<file path="config.mk">
export PLATFORM = sky130hd
export DESIGN_NAME = trigger_network_sync
export DESIGN_NICKNAME = d
export VERILOG_FILES = /design/src/rtl/trigger_network_sync.sv
export SDC_FILE = /design/constraint.sdc
export NUM_CORES = 1
export LEC_CHECK = 0
export CAP_MARGIN = 20
export CELL_PAD_IN_SITES_DETAIL_PLACEMENT = 1
export CELL_PAD_IN_SITES_GLOBAL_PLACEMENT = 1
export CORE_MARGIN = 3
export CORE_UTILIZATION = 27
export DETAILED_ROUTE_END_ITERATION = 6
export GPL_TIMING_DRIVEN = 1
export PLACE_DENSITY = 0.75
export SLEW_MARGIN = 25
export SYNTH_ARGS = -nofsm -noshare
export SYNTH_HDL_FRONTEND = slang
export SYNTH_SLANG_ARGS = --single-unit
</file>
<file path="constraint.sdc">
create_clock -name ap_clk -period 1.5 [get_ports ap_clk]
set_input_delay 0.45 -clock ap_clk [delete_from_list [all_inputs] [get_ports ap_clk]]
set_output_delay 0.45 -clock ap_clk [all_outputs]
set_load 0.02 [all_outputs]
</file>
<file path="src/rtl/trigger_network_sync.sv">
// trigger_network_sync
// Network-level companion to the per-actor trigger FSMs. It does three things:
//   * sequences the network's ap_* handshake,
//   * issues a one-cycle start to every trigger,
//   * reduces the per-trigger sleep/sync status into registered broadcasts.
// It also stretches external enqueue pulses into a held external_enqueue level.
// Every output comes from a register or is decoded from registered state.

module trigger_network_sync #(
    parameter int NUM_ACTORS = 4,
    parameter int NUM_INPUTS = 1,
    parameter int ENQ_HOLD   = 8
) (
    input  logic                  ap_clk,
    input  logic                  ap_rst_n,
    input  logic                  ap_start,
    output logic                  ap_done,
    output logic                  ap_ready,
    output logic                  ap_idle,
    input  logic [NUM_ACTORS-1:0] actor_sleep,
    input  logic [NUM_ACTORS-1:0] actor_sync_exec,
    input  logic [NUM_ACTORS-1:0] actor_sync_wait,
    input  logic [NUM_ACTORS-1:0] actor_done,
    input  logic [NUM_INPUTS-1:0] enqueue_pulse,
    output logic [NUM_ACTORS-1:0] trigger_start,
    output logic                  all_sleep,
    output logic                  all_sync,
    output logic                  all_sync_wait,
    output logic                  external_enqueue
);

    localparam int               CNT_W    = $clog2(ENQ_HOLD + 1);
    localparam logic [CNT_W-1:0] ENQ_LOAD = CNT_W'(ENQ_HOLD);

    typedef enum logic [1:0] {
        ST_IDLE  = 2'd0,
        ST_START = 2'd1,
        ST_RUN   = 2'd2,
        ST_DONE  = 2'd3
    } state_e;

    state_e                  state_q, state_d;
    logic [NUM_ACTORS-1:0]   done_mask_q, done_mask_d;
    logic [CNT_W-1:0]        enq_cnt_q, enq_cnt_d;
    logic                    enq_active_d;
    logic                    ext_enq_q;
    logic                    all_sleep_q, all_sleep_d;
    logic                    all_sync_q, all_sync_d;
    logic                    all_sync_wait_q, all_sync_wait_d;
    logic                    run;

    assign run = (state_q == ST_RUN);

    // Next-state logic for the network handshake and the sticky done mask.
    always_comb begin
        // NOTE: every variable gets a default first so no path leaves it unassigned (no latch).
        state_d     = state_q;
        done_mask_d = done_mask_q;
        case (state_q)
            ST_IDLE: begin
                if (ap_start) state_d = ST_START;
            end
            ST_START: begin
                done_mask_d = '0;
                state_d     = ST_RUN;
            end
            ST_RUN: begin
                // The mask includes this cycle's actor_done, so a final bit that
                // arrives on the last RUN cycle still completes the run.
                done_mask_d = done_mask_q | actor_done;
                if (&done_mask_d) state_d = ST_DONE;
            end
            ST_DONE: begin
                state_d = ST_IDLE;
            end
            default: begin
                state_d = ST_IDLE;
            end
        endcase
    end

    // Enqueue hold counter: reload on any pulse, otherwise count down to zero; idle outside RUN.
    always_comb begin
        enq_cnt_d = '0;
        if (run) begin
            if (|enqueue_pulse) begin
                enq_cnt_d = ENQ_LOAD;
            end else if (enq_cnt_q != '0) begin
                enq_cnt_d = enq_cnt_q - CNT_W'(1);
            end
        end
    end

    // Sleep suppression is judged on the same count that drives external_enqueue
    // next cycle, so the two broadcasts never disagree about pending external data.
    assign enq_active_d = (enq_cnt_d != '0);

    // Status reductions, registered so the broadcasts lag their inputs by exactly one cycle.
    always_comb begin
        all_sleep_d     = run & (&actor_sleep) & ~enq_active_d;
        all_sync_d      = run & (&(actor_sync_exec | actor_sync_wait));
        all_sync_wait_d = run & (&actor_sync_wait);
    end

    // State, mask, counter and broadcast registers; everything clears on reset.
    always_ff @(posedge ap_clk or negedge ap_rst_n) begin
        if (!ap_rst_n) begin
            state_q         <= ST_IDLE;
            done_mask_q     <= '0;
            enq_cnt_q       <= '0;
            ext_enq_q       <= 1'b0;
            all_sleep_q     <= 1'b0;
            all_sync_q      <= 1'b0;
            all_sync_wait_q <= 1'b0;
        end else begin
            // NOTE: non-blocking assignments so every register samples pre-edge values.
            state_q         <= state_d;
            done_mask_q     <= done_mask_d;
            enq_cnt_q       <= enq_cnt_d;
            ext_enq_q       <= enq_active_d;
            all_sleep_q     <= all_sleep_d;
            all_sync_q      <= all_sync_d;
            all_sync_wait_q <= all_sync_wait_d;
        end
    end

    // Outputs decoded from registered state only.
    assign ap_idle          = (state_q == ST_IDLE);
    assign ap_done          = (state_q == ST_DONE);
    assign ap_ready         = (state_q == ST_DONE);
    assign trigger_start    = {NUM_ACTORS{state_q == ST_START}};
    assign all_sleep        = all_sleep_q;
    assign all_sync         = all_sync_q;
    assign all_sync_wait    = all_sync_wait_q;
    assign external_enqueue = ext_enq_q;

endmodule

</file>
== After elaboration in Yosys (flattened, before gate mapping) ==
Cells that the tools add are included.

* Logic and storage cells: 36
* Register bits: 14

* Add/sub/neg operators: 1
* Bitwise logic cells: 7
* Reduce and logical (&&, ||, !) cells: 9
* Multiplexer cells: 7
* Equal/unequal tests: 5

{| class="wikitable"
|+ Operator list
! cell !! number
|-
| $reduce_and 4->1 || 4
|-
| $mux 4 || 3
|-
| $or 4x4->4 || 2
|-
| $pmux 2 s4 || 1
|-
| $pmux 4 s2 || 1
|-
| $reduce_bool 4->1 || 2
|-
| $and 1x1->1 || 4
|-
| $eq 2x2->1 const B || 2
|-
| $mux 2 || 2
|-
| $sub 4x1->4 const B || 1
|-
| $eq 2x1->1 const B || 1
|-
| $logic_not 2->1 || 1
|-
| $ne 2x1->1 const B || 1
|-
| $ne 2x2->1 const B || 1
|-
| $reduce_and 2->1 || 1
|-
| $reduce_bool 2->1 || 1
|-
| $not 1->1 || 1
|}

== Depth between registers and ports, before layout ==
* Word-level depth: 7
* Gate-level depth with buffers: 6
* Gate-level depth less buffers: 6

== Worst setup path before layout ==
No wires, ideal clock.

* Kind: register to register
* From: reg state_q[0]
* To: reg state_q[1]
* Arrival time: 1.360 ns
* Library setup time: 0.125 ns
* Stages on the path, launching flop included: 6
* Period minus slack after synthesis: 1.485 ns
* Slack: 0.015 ns
* Cells stage by stage: dfrtp_1 inv_1 ha_1 nor2b_1 a21oi_1 mux2_2

* Cells in the longest elaborated chain, start to end: 3
* Elaborated cells between the ends (all ways): 8
* Those cells by class: eq/ne (5); mux (1); reduce/logical (2)

{| class="wikitable"
|+ Ends and longest elaborated chain
! what !! line !! RTL
|-
| from (decl) || 42 || <nowiki>state_e state_q, state_d;</nowiki>
|-
| from (signal assigned) || 117 || <nowiki>state_q <= state_d;</nowiki>
|-
| $logic_not 2->1 (*) || n/a ||
|-
| named net ap_idle || 19 || <nowiki>output logic ap_idle,</nowiki>
|-
| $ne 2x2->1 (no line) || n/a ||
|-
| $reduce_and 2->1 (no line) || n/a ||
|}

The timed path passes the listed nets; every way through them passes the cells marked *.
A chain may end at the register's enable or synchronous reset.

== Final worst setup path ==
* From: reg state_q[0]
* To: out trigger_start[1]

* Cells in the longest elaborated chain, start to end: 1

{| class="wikitable"
|+ Ends and longest elaborated chain
! what !! line !! RTL
|-
| $eq 2x1->1 || 131 || <nowiki>assign trigger_start = {NUM_ACTORS{state_q == ST_START}};</nowiki>
|-
| to (decl) || 25 || <nowiki>output logic [NUM_ACTORS-1:0] trigger_start,</nowiki>
|}

No other way between the ends.

==> results.cfg <==
[outcome]
outcome = complete, but fails checks
violations = setup timing

[layout]
multi_input_area_sq_um = 457
regArea_sq_um = 350
area_delta_synth_final_pct = 87.7
fill_cells = 277
final_layout_size_suffix_gt1_share_pct = 43.1
final_cells = 146
design_area_sq_um = 1360
nNetsFinal = 143
n_antenna_cell = 0

[floorplan]
pin_count = 31
num_rows = 18
start_util_pct = 28.9
die_h_um = 57.7
core_sq_um = 2500
die_w_um = 57.7
die_area_sq_um = 3330

[synth]
synth_fp_nets = 94
yosys_warnings = 0
yosys-top-cells-area = dfrtp_1, ha_1, nor2_1, a21oi_1, buf_4
yosys.area.top_type_share_pct = 48.5
synth_area_sq_um = 722
synth_edf_count = 0
syn_inst = 68
avgSynthCellArea_sq_um = 10.6
ys_seq_elements = 14
synth_top_cell_by_area = dfrtp_1
yosys_most_used_dff = dfrtp_1
async_reset_ff_share_pct = 100
synth_cell_type_count = 24
ys_seq_area_share_pct = 48.5

[pwr]
leakagePower_nw = 0.633
power_density_nw_per_um2 = 1860
total_power_w = 0.00252
ir_drop_uv = 1220

[placed_design]
place_ws_ns = -0.402
portBuffers = 30
hpwlAfterDp_um = 1510
gp_congestion = 0.735
dpl_cell_area_sq_um = 1130
dp.cells = 137

[drt]
ant_nets = 0
vias = 680
drt-wirelength-per-cell_um = 15.2
initialDrtViolationCount = 9
drt_wl_total_um = 2220
drcViolationCount = 0
viasPerCell = 4.66
drt_first_pass_iters = 4

[global_routing]
grt_pass1_wl_um = 3440
use_met3_pct = 3.34
grt_start_max_net_pins = 15
grt_usage_pct = 13.9
grt_util_met1_pct = 16.0
antenna_found_initial = 0
gr-usage-met2_pct = 23.9
top_usage_layer = met2
grt_pass1_vias = 751
grt_overflow = 0

[sta]
setup_tns_ns = -0.712
timing.final.crit_share_pct = 107
skew_ns = 0.00243
final_max_slew_viol_count = 0
min_period_ns = 1.61
grt_setup_unrepaired = true
worst_slew_pin_slew_ns = 0.293
fmax_mhz = 622
maxSlewHeadroom_pct = 80.4
layout_setup_ws_ns = -0.108
setup_viol = 9
hold_viol_final = 0

[clocking]
clk_pin_slew_ns = 0.09
cts_tree = built
numCtsBuffers = 3
cts_sinks = 14
hold_buffers = 0
clk_path_buf_depth = 2
cts_root_buf = clkbuf_4
clk_latency_ns = 0.28
cts-htree-levels = 1

[worst_setup_path]
start_kind = flip-flop
regToRegEndpoint = all_sleep
crit_path_max_fanout = 4
critPathRequiredTime_ns = 1.05
end_kind = primary output
reg2reg_from = enq_cnt_q[1]
critical_path_class = flip-flop to primary output
crit_arrival_ns = 1.16
r2r_slack_ns = -0.03
ff2ff_path_depth = 6

[worst_hold_path]
hold-path-cell-count = 3
hp-class = input pin to flip-flop
min-delay-start = actor_done[1]
hold_end = done_mask_q[1]

[job]
maxCapViolCount = 0
-- power breakdown --
| part | leakage, nW | total, W | internal (W) | switching (W) |
|---|---|---|---|---|
| registers | 0.184 | 0.000592 | 0.000501 | 0.0000908 |
| clock network | 0.0210 | 0.000278 | 0.000148 | 0.000130 |
| logic | 0.429 | 0.00165 | 0.000909 | 0.000739 |
-- cell usage in the layout, fill, tap and decap left out, drive strengths merged, types with 2 or more instances in the layout --
master / count
buf: 25
clkdlybuf4s50: 17
dfrtp: 14
nor2: 10
ha: 6
a21oi: 6
inv: 4
dlygate4sd2: 4
clkbuf: 4
nor2b: 3
nand2b: 2
mux2: 2
o22a: 2
dlymetal6s2s: 2
nor3: 2
o22ai: 2
-- metrics by stage --
step	hold WS [ns]	util, %
floorplan	0.154	-
global placement	0.476	45.1
detailed placement	0.489	45.1
CTS	0.469	50.6
global route	0.475	54.2
finish	0.460	54.2
-- cells by family after synthesis --
kind of cell,synth area share [%]
muxes,3.64
adders and majority gates,10.4
AOI/OAI and AO/OA,13.3
and+or+nand+nor,17.9
DFF,48.5
buffers and inverters,6.24
-- layer usage --
layer	vias up	wire, um
li1	323	-
met1	329	916
met2	26	1150
met3	2	128
met4	0	27
met5	-	0
-- timing repair --
| item | 4_1_cts | 5_1_grt |
|---|---|---|
| resized for setup | 60 | 19 |
| setup buffers | 4 | 2 |
| setup endpoints to repair | 14 | 12 |
| pin swaps | 4 | 7 |
| hold endpoints to repair | 0 | 0 |
-- registers in the layout, indices dropped and copies added, names as in the netlist --
name / flops
all_sleep: 1
done_mask_q: 4
all_sync_wait: 1
enq_cnt_q: 4
state_q: 2
external_enqueue: 1
all_sync: 1
-- synthesized netlist by cell type (all sizes together), types with 2 or more instances --
master and n:
dfrtp 14, nor2 10, a21oi 6, ha 6, buf 4, inv 4, nor2b 3, mux2 2
nand2b 2, nor3 2, o22a 2, o22ai 2
-- critical path, stage by stage, from the launching register on --
cell	delay, ns
dfrtp_1	0.43
buf_6	0.14
ha_4	0.17
buf_6	0.13
-- worst max-delay path by stage --
stage,end,cells after the start,startpoint,slack (ns)
2_1_floorplan,state_q[1],5,state_q[0],0.02
3_3_place_gp,state_q[1],5,actor_done[1],-0.35
3_5_place_dp,state_q[1],5,actor_done[3],-0.40
4_1_cts,trigger_start[0],3,state_q[0],-0.12
5_1_grt,trigger_start[1],3,state_q[0],-0.15
6_report,trigger_start[1],3,state_q[0],-0.11
-- final cells by class --
| class | instances | share of cell area (%) |
|---|---|---|
| Clock buffer | 4 | 2.68 |
| Inverter | 4 | 1.11 |
| Multi-Input combinational cell | 46 | 33.7 |
| Sequential cell | 14 | 25.9 |
| Tap cell | 30 | 2.77 |
| Timing Repair Buffer | 48 | 33.9 |
No activity file was read; power rests on OpenSTA's default activity.
